<file path="src/rtl/ps2_kbd_pkg.sv">
// Shared types and constants for the PS/2 keyboard event queue.
// Register map offsets are relative to the block's BASE_ADDR.
package ps2_kbd_pkg;

  typedef struct packed {
    logic       ext;
    logic       brk;
    logic [7:0] code;
  } ps2_evt_t;

  localparam logic [7:0] PS2_PREFIX_EXT = 8'hE0;
  localparam logic [7:0] PS2_PREFIX_BRK = 8'hF0;

  localparam logic [31:0] REG_STATUS = 32'd0;
  localparam logic [31:0] REG_DATA   = 32'd4;

  localparam int STAT_NOT_EMPTY = 0;
  localparam int STAT_FULL      = 1;
  localparam int STAT_OVF       = 2;
  localparam int STAT_COUNT_LSB = 8;
  localparam int STAT_COUNT_MSB = 15;

endpackage

</file>
<file path="src/rtl/ps2_evt_fifo.sv">
// Synchronous FIFO of parsed key events. A pop on a full FIFO frees the
// slot for a same-cycle push; a pop on an empty FIFO is ignored.
module ps2_evt_fifo
  import ps2_kbd_pkg::*;
#(
  parameter int DEPTH = 8,
  localparam int AW = $clog2(DEPTH)
) (
  input  logic          clk,
  input  logic          rst,
  input  logic          push,
  input  logic          pop,
  input  ps2_evt_t      din,
  output ps2_evt_t      dout,
  output logic          full,
  output logic          empty,
  output logic          push_ok,
  output logic [AW:0]   count
);

  localparam logic [AW:0] FULL_CNT = (AW + 1)'(DEPTH);

  ps2_evt_t        mem [DEPTH];
  logic [AW-1:0]   wr_ptr;
  logic [AW-1:0]   rd_ptr;
  logic            pop_ok;

  assign empty   = (count == '0);
  assign full    = (count == FULL_CNT);
  assign pop_ok  = pop & ~empty;
  assign push_ok = push & (~full | pop_ok);
  assign dout    = mem[rd_ptr];

  always_ff @(posedge clk) begin
    if (push_ok) mem[wr_ptr] <= din;
  end

  always_ff @(posedge clk or negedge rst) begin
    if (!rst) begin
      wr_ptr <= '0;
      rd_ptr <= '0;
      count  <= '0;
    end else begin
      if (push_ok) wr_ptr <= wr_ptr + 1'b1;
      if (pop_ok)  rd_ptr <= rd_ptr + 1'b1;
      case ({push_ok, pop_ok})
        2'b10:   count <= count + 1'b1;
        2'b01:   count <= count - 1'b1;
        default: count <= count;
      endcase
    end
  end

endmodule

</file>
<file path="src/rtl/ps2_key_fifo.sv">
// Memory-mapped PS/2 key-event queue: edge detect, E0/F0 prefix parser and
// STATUS/DATA bus decode. Define PS2_BREAK_FILTER_EN to drop break events.
module ps2_key_fifo
  import ps2_kbd_pkg::*;
#(
  parameter int          DEPTH     = 8,
  parameter logic [31:0] BASE_ADDR = 32'd10
) (
  input  logic        clk,
  input  logic        rst,
  input  logic        kb_valid,
  input  logic [7:0]  kb_code,
  input  logic [31:0] bus_addr,
  input  logic        bus_re,
  input  logic        bus_we,
  input  logic [31:0] bus_wd,
  output logic [31:0] bus_rd,
  output logic        hit,
  output logic        not_empty,
  output logic [7:0]  last_code
);

  localparam int AW = $clog2(DEPTH);

  logic          kv_q;
  logic          ext_p;
  logic          brk_p;
  logic          ovf;
  logic          byte_stb;
  logic          evt_stb;
  logic          push;
  logic          pop;
  logic          push_ok;
  logic          full;
  logic          empty;
  logic          brk_bit;
  logic          sel_status;
  logic          sel_data;
  logic [AW:0]   count;
  ps2_evt_t      evt;
  ps2_evt_t      head;
  logic          unused_bits;

  assign byte_stb   = kb_valid & ~kv_q;
  assign evt_stb    = byte_stb && (kb_code != PS2_PREFIX_EXT) && (kb_code != PS2_PREFIX_BRK);
  assign evt        = '{ext: ext_p, brk: brk_p, code: kb_code};
  assign sel_status = (bus_addr == BASE_ADDR + REG_STATUS);
  assign sel_data   = (bus_addr == BASE_ADDR + REG_DATA);
  assign hit        = sel_status | sel_data;
  assign pop        = sel_data & bus_re;
  assign not_empty  = ~empty;

`ifdef PS2_BREAK_FILTER_EN
  assign push    = evt_stb & ~brk_p;
  assign brk_bit = 1'b0;
`else
  assign push    = evt_stb;
  assign brk_bit = head.brk;
`endif

  assign unused_bits = &{1'b0, bus_wd[31:3], bus_wd[1:0], head.brk};

  ps2_evt_fifo #(.DEPTH(DEPTH)) u_fifo (
    .clk     (clk),
    .rst     (rst),
    .push    (push),
    .pop     (pop),
    .din     (evt),
    .dout    (head),
    .full    (full),
    .empty   (empty),
    .push_ok (push_ok),
    .count   (count)
  );

  // Prefix flags clear on every non-prefix byte, even if the event is dropped
  always_ff @(posedge clk or negedge rst) begin
    if (!rst) begin
      kv_q      <= 1'b0;
      ext_p     <= 1'b0;
      brk_p     <= 1'b0;
      ovf       <= 1'b0;
      last_code <= 8'h00;
    end else begin
      kv_q <= kb_valid;
      if (byte_stb) begin
        if (kb_code == PS2_PREFIX_EXT) begin
          ext_p <= 1'b1;
        end else if (kb_code == PS2_PREFIX_BRK) begin
          brk_p <= 1'b1;
        end else begin
          ext_p <= 1'b0;
          brk_p <= 1'b0;
        end
      end
      if (push_ok) last_code <= kb_code;
      if (push && !push_ok)
        ovf <= 1'b1;
      else if (sel_status && bus_we && bus_wd[STAT_OVF])
        ovf <= 1'b0;
    end
  end

  always_comb begin
    bus_rd = 32'h0;
    if (sel_status) begin
      bus_rd[STAT_NOT_EMPTY]                = ~empty;
      bus_rd[STAT_FULL]                     = full;
      bus_rd[STAT_OVF]                      = ovf;
      bus_rd[STAT_COUNT_MSB:STAT_COUNT_LSB] = 8'(count);
    end else if (sel_data && !empty) begin
      bus_rd = {1'b1, 21'b0, head.ext, brk_bit, head.code};
    end
  end

endmodule

</file>
<file path="config.mk">
export PLATFORM = sky130hd
export DESIGN_NAME = ps2_key_fifo
export DESIGN_NICKNAME = d
export VERILOG_FILES = /design/src/rtl/ps2_kbd_pkg.sv /design/src/rtl/ps2_evt_fifo.sv /design/src/rtl/ps2_key_fifo.sv
export SDC_FILE = /design/constraint.sdc
export NUM_CORES = 1
export LEC_CHECK = 0
export BUFFER_PORTS_ARGS = -buffer_cell sky130_fd_sc_hd__clkbuf_2
export CAP_MARGIN = 0
export CORE_UTILIZATION = 34
export CTS_BUF_LIST = sky130_fd_sc_hd__clkbuf_4 sky130_fd_sc_hd__clkbuf_8
export DETAILED_ROUTE_END_ITERATION = 8
export PLACE_DENSITY_LB_ADDON = 0.08
export RECOVER_POWER = 50
export SLEW_MARGIN = 20
export SYNTH_ARGS = -nofsm -noshare
export SYNTH_HDL_FRONTEND = slang
export SYNTH_HIERARCHICAL = 1
export SYNTH_SLANG_ARGS = --single-unit
</file>
<file path="constraint.sdc">
create_clock -name clk -period 2.4 [get_ports clk]
set_input_delay 0.48 -clock clk [delete_from_list [all_inputs] [get_ports clk]]
set_output_delay 0.48 -clock clk [all_outputs]
set_load 0.02 [all_outputs]
</file>
==> out/metrics.yaml <==
worst_slew_pin_slew_ns: 1.438
io-pin-count: 119
drv_slew: 0
regArea_um2: 2954
drt_first_pass_iters: 4
hpwl_um: 6877
drtAntennaViolNets: 0
place_congestion: 0.7005
path_clk_slew_ns: 0.09
final_net_count: 481
worstPathCellList: "buf_6 -> buf_16 -> mux4_2 -> mux2_4 -> and3_4 -> buf_6"
async_flop_share_pct: 21.57
die_x_um: 117.4
insertion_delay_ns: 0.37
hold_class: "in2reg"
wire_per_inst_um: 17.72
grt.met3_usage_pct: 2.140
ir_drop_mv: 0.3953
grtUsageMet2_pct: 26.74
drive_gt1_share_pct: 49.50
failed_checks: "setup timing"
synth-main-ff-cell: "edfxtp_1"
pwr_density_cell_nw_per_um2: 726.6
cp-end-kind: "primary output"
fin_cells: 576
cts_tree: "yes"
ys_top_cells_by_area: "edfxtp_1 53%, dfrtp_1 12%, mux4_2 9.9%"
p_leak_nw: 2.227
comb_power_share_pct: 23.6
min_period_over_period_pct: 109.5
clockPowerShare_pct: 25.4
core.rowCount: 41
cpLargestDelayFamily: "multiplexers"
final.min_clock_period_ns: 2.628
multi_input_area_um2: 1659
clock_sinks: 102
die_area_um2: 13790
clock-root-buffer: "clkbuf_8"
io_buffer_count: 68
worstHoldStart: "kb_valid"
drt_iter0_drc: 89
place_area_um2: 5572
totalWireLength_um: 10210
grt_use_met1_pct: 20.33
crit_arrival_ns: 2.15
seqPwrFrac_pct: 51.0
crit_path_frequent_cell: "buf_6"
whs_path_depth: 1
grt_start_max_net_pins: 23
synth_cell_type_count: 43
swShare_pct: 28.86
diodes: 0
first_global_vias: 2808
p_int_w: 0.003093
cp-start-kind: "register"
drc: 0
fill_cells: 1161
ys_ff_latch: 102
avgSynthCellArea_um2: 16.18
maxCapViolCount: 0
clk_path_buf_depth: 2
r2r-end: "u_fifo/count[3]$_DFFE_PN0P_"
vias_per_cell: 4.720
crit_path_max_incr_delay_ns: 0.50
synth_top_cell_by_area: "edfxtp_1"
dp.cells: 551
finClkSkew_ns: 0.009821
worstSetupPathType: "reg2out"
ys_seq_area_share_pct: 65.18
busiest_layer: "met2"
netlist_area_um2: 4531
gr-usage-all-layers_pct: 15.85
max-slew-margin-rel_pct: 4.151
core_area_um2: 12820
syn2layout_area_growth_pct: 32.06
final_area_um2: 5983
r2r_start: "u_fifo/count[1]$_DFFE_PN0P_"
r2r_setup_slack_ns: 0.07
vias: 2719
yosys_warnings: 6
synth-edff-count: 80
hold_viol: 0
synth_cells: 280
gr-total-overflow: 0
power.switching_w: 0.001255
initial_core_util_pct: 35.33
critical_path_required_ns: 1.92
outcome: "finished, violations left"
setup_viol: 11
rsz0062_at_grt: "true"
cp_slowest_cell: "mux4_2"
startpoint: "u_fifo/rd_ptr[0]$_DFFE_PN0N_"
hold_end: "kv_q$_DFF_PN0_"
setup_slack_ns: -0.2279
reg2reg_depth: 10
max_freq_mhz: 380.5
critical_path_peak_fanout: 5
htreeDepth: 3
antenna_found_initial: 0
yosysTopAreaCellShare_pct: 53.02
grt_pass1_wl_um: 15900
die_h_um: 117.4
path_buf_inv: 3
ctsHoldBuffers: 0
cts-buffers-inserted: 9
## how the worst max path moves through the flow
stage	end	slack (ns)	cells past startpoint
floorplan	u_fifo/count[3]$_DFFE_PN0P_	-0.49	14
global placement	u_fifo/count[3]$_DFFE_PN0P_	-0.51	14
detailed placement	u_fifo/count[3]$_DFFE_PN0P_	-0.55	14
CTS	bus_rd[1]	-0.25	7
global route	bus_rd[6]	-0.28	6
finish	bus_rd[6]	-0.23	6
## power groups by stage
| stage | sequential [W] | combinational, W | clock [W] |
|---|---|---|---|
| 3_3_place_gp | 0.00225 | 0.000994 | 0 |
| 2_1_floorplan | 0.00230 | 0.000547 | 0 |
| 5_1_grt | 0.00224 | 0.00112 | 0.00119 |
| 6_report | 0.00222 | 0.00103 | 0.00111 |
| 3_5_place_dp | 0.00226 | 0.00100 | 0 |
| 4_1_cts | 0.00222 | 0.00103 | 0.00113 |
## per-layer routing
metal	share of wire, %	wire [µm]
met2	51	5194
met4	2.4	240
met3	3.0	306
met5	0	0
met1	44	4465
## through the flow
stage | hold slack [ns] | power, W | worst slack, ns | utilization [%] | setup TNS (ns)
floorplan | 0.1844 | 0.002847 | -0.4944 | - | -15.28
global placement | 0.4880 | 0.003247 | -0.5115 | 43.44 | -35.95
detailed placement | 0.4955 | 0.003260 | -0.5488 | 43.44 | -36.00
CTS | 0.1392 | 0.004381 | -0.2498 | 46.53 | -2.411
global route | 0.3098 | 0.004561 | -0.2784 | 46.65 | -8.046
finish | 0.3175 | 0.004348 | -0.2279 | 46.65 | -1.965
## state kept, by name, indices dropped and copies added (netlist names)
signal / flops
u_fifo/rd_ptr: 3
u_fifo/count: 4
brk_p: 1
ext_p: 1
ovf: 1
u_fifo/mem: 80
u_fifo/wr_ptr: 3
last_code: 8
kv_q: 1
## cell usage in the layout, fill, tap and decap left out, drive strengths merged, types with 3 or more instances in the layout
cell type and count:
nor2 18, nor4 6, mux2 21, clkbuf 77, ha 4, nand2 10
or2 3, clkinv 3, inv 11, nor2b 6, a21oi 5, nand2b 5
and3 6, nor3 4, edfxtp 80, dfrtp 22, mux4 20, conb 19
buf 53, xnor2 4
## cell families after synthesis
kind of cell / share of synthesized area [%]
fa+ha+maj: 1.547
flops: 65.18
other cells: 0.08277
compound gates: 2.403
mux: 15.69
buf+inv: 5.192
simple gates: 8.755
xor+xnor: 1.160
## cell type report
cell class / instances / area share (%)
repair buffers: 119 / 15.16
well taps: 172 / 3.597
multi-input cells: 157 / 27.73
clock inverters: 5 / 0.9829
flip-flops and latches: 102 / 49.37
inverters: 10 / 0.8365
clock buffers: 11 / 2.321
## synthesized netlist by cell type (2+ instances only)
cell type,count
nor4b_2,2
mux2_2,20
inv_2,2
ha_1,4
nor3b_1,2
nand2_1,10
or2_2,2
nor2b_1,6
buf_4,19
mux2i_1,2
inv_1,8
o21ai_2,2
nor4_1,5
and3_1,6
nor2_1,18
or3_1,2
edfxtp_1,80
xor2_1,2
nand4_1,2
nand2b_1,5
clkbuf_1,6
dfrtp_1,22
xnor2_1,4
mux4_2,20
buf_2,2
buf_6,2
nor3_1,4
nand3_1,2
a21oi_1,5
## worst reg2reg max path, delay by kind of cell (launching register included)
family          cells  cell delay [ns]
buf+inv             2             0.21
simple gates        5             1.00
flops               1             0.38
fa+ha+maj           1             0.28
compound gates      1             0.12
mux                 1             0.30
## what timing repair did
action,4_1_cts,5_1_grt
cloned,3,0
endpoints found under the setup margin,62,66
pin swaps,3,6
resized for setup,23,35
setup buffers,6,2
No activity file was read; power rests on OpenSTA's default activity.
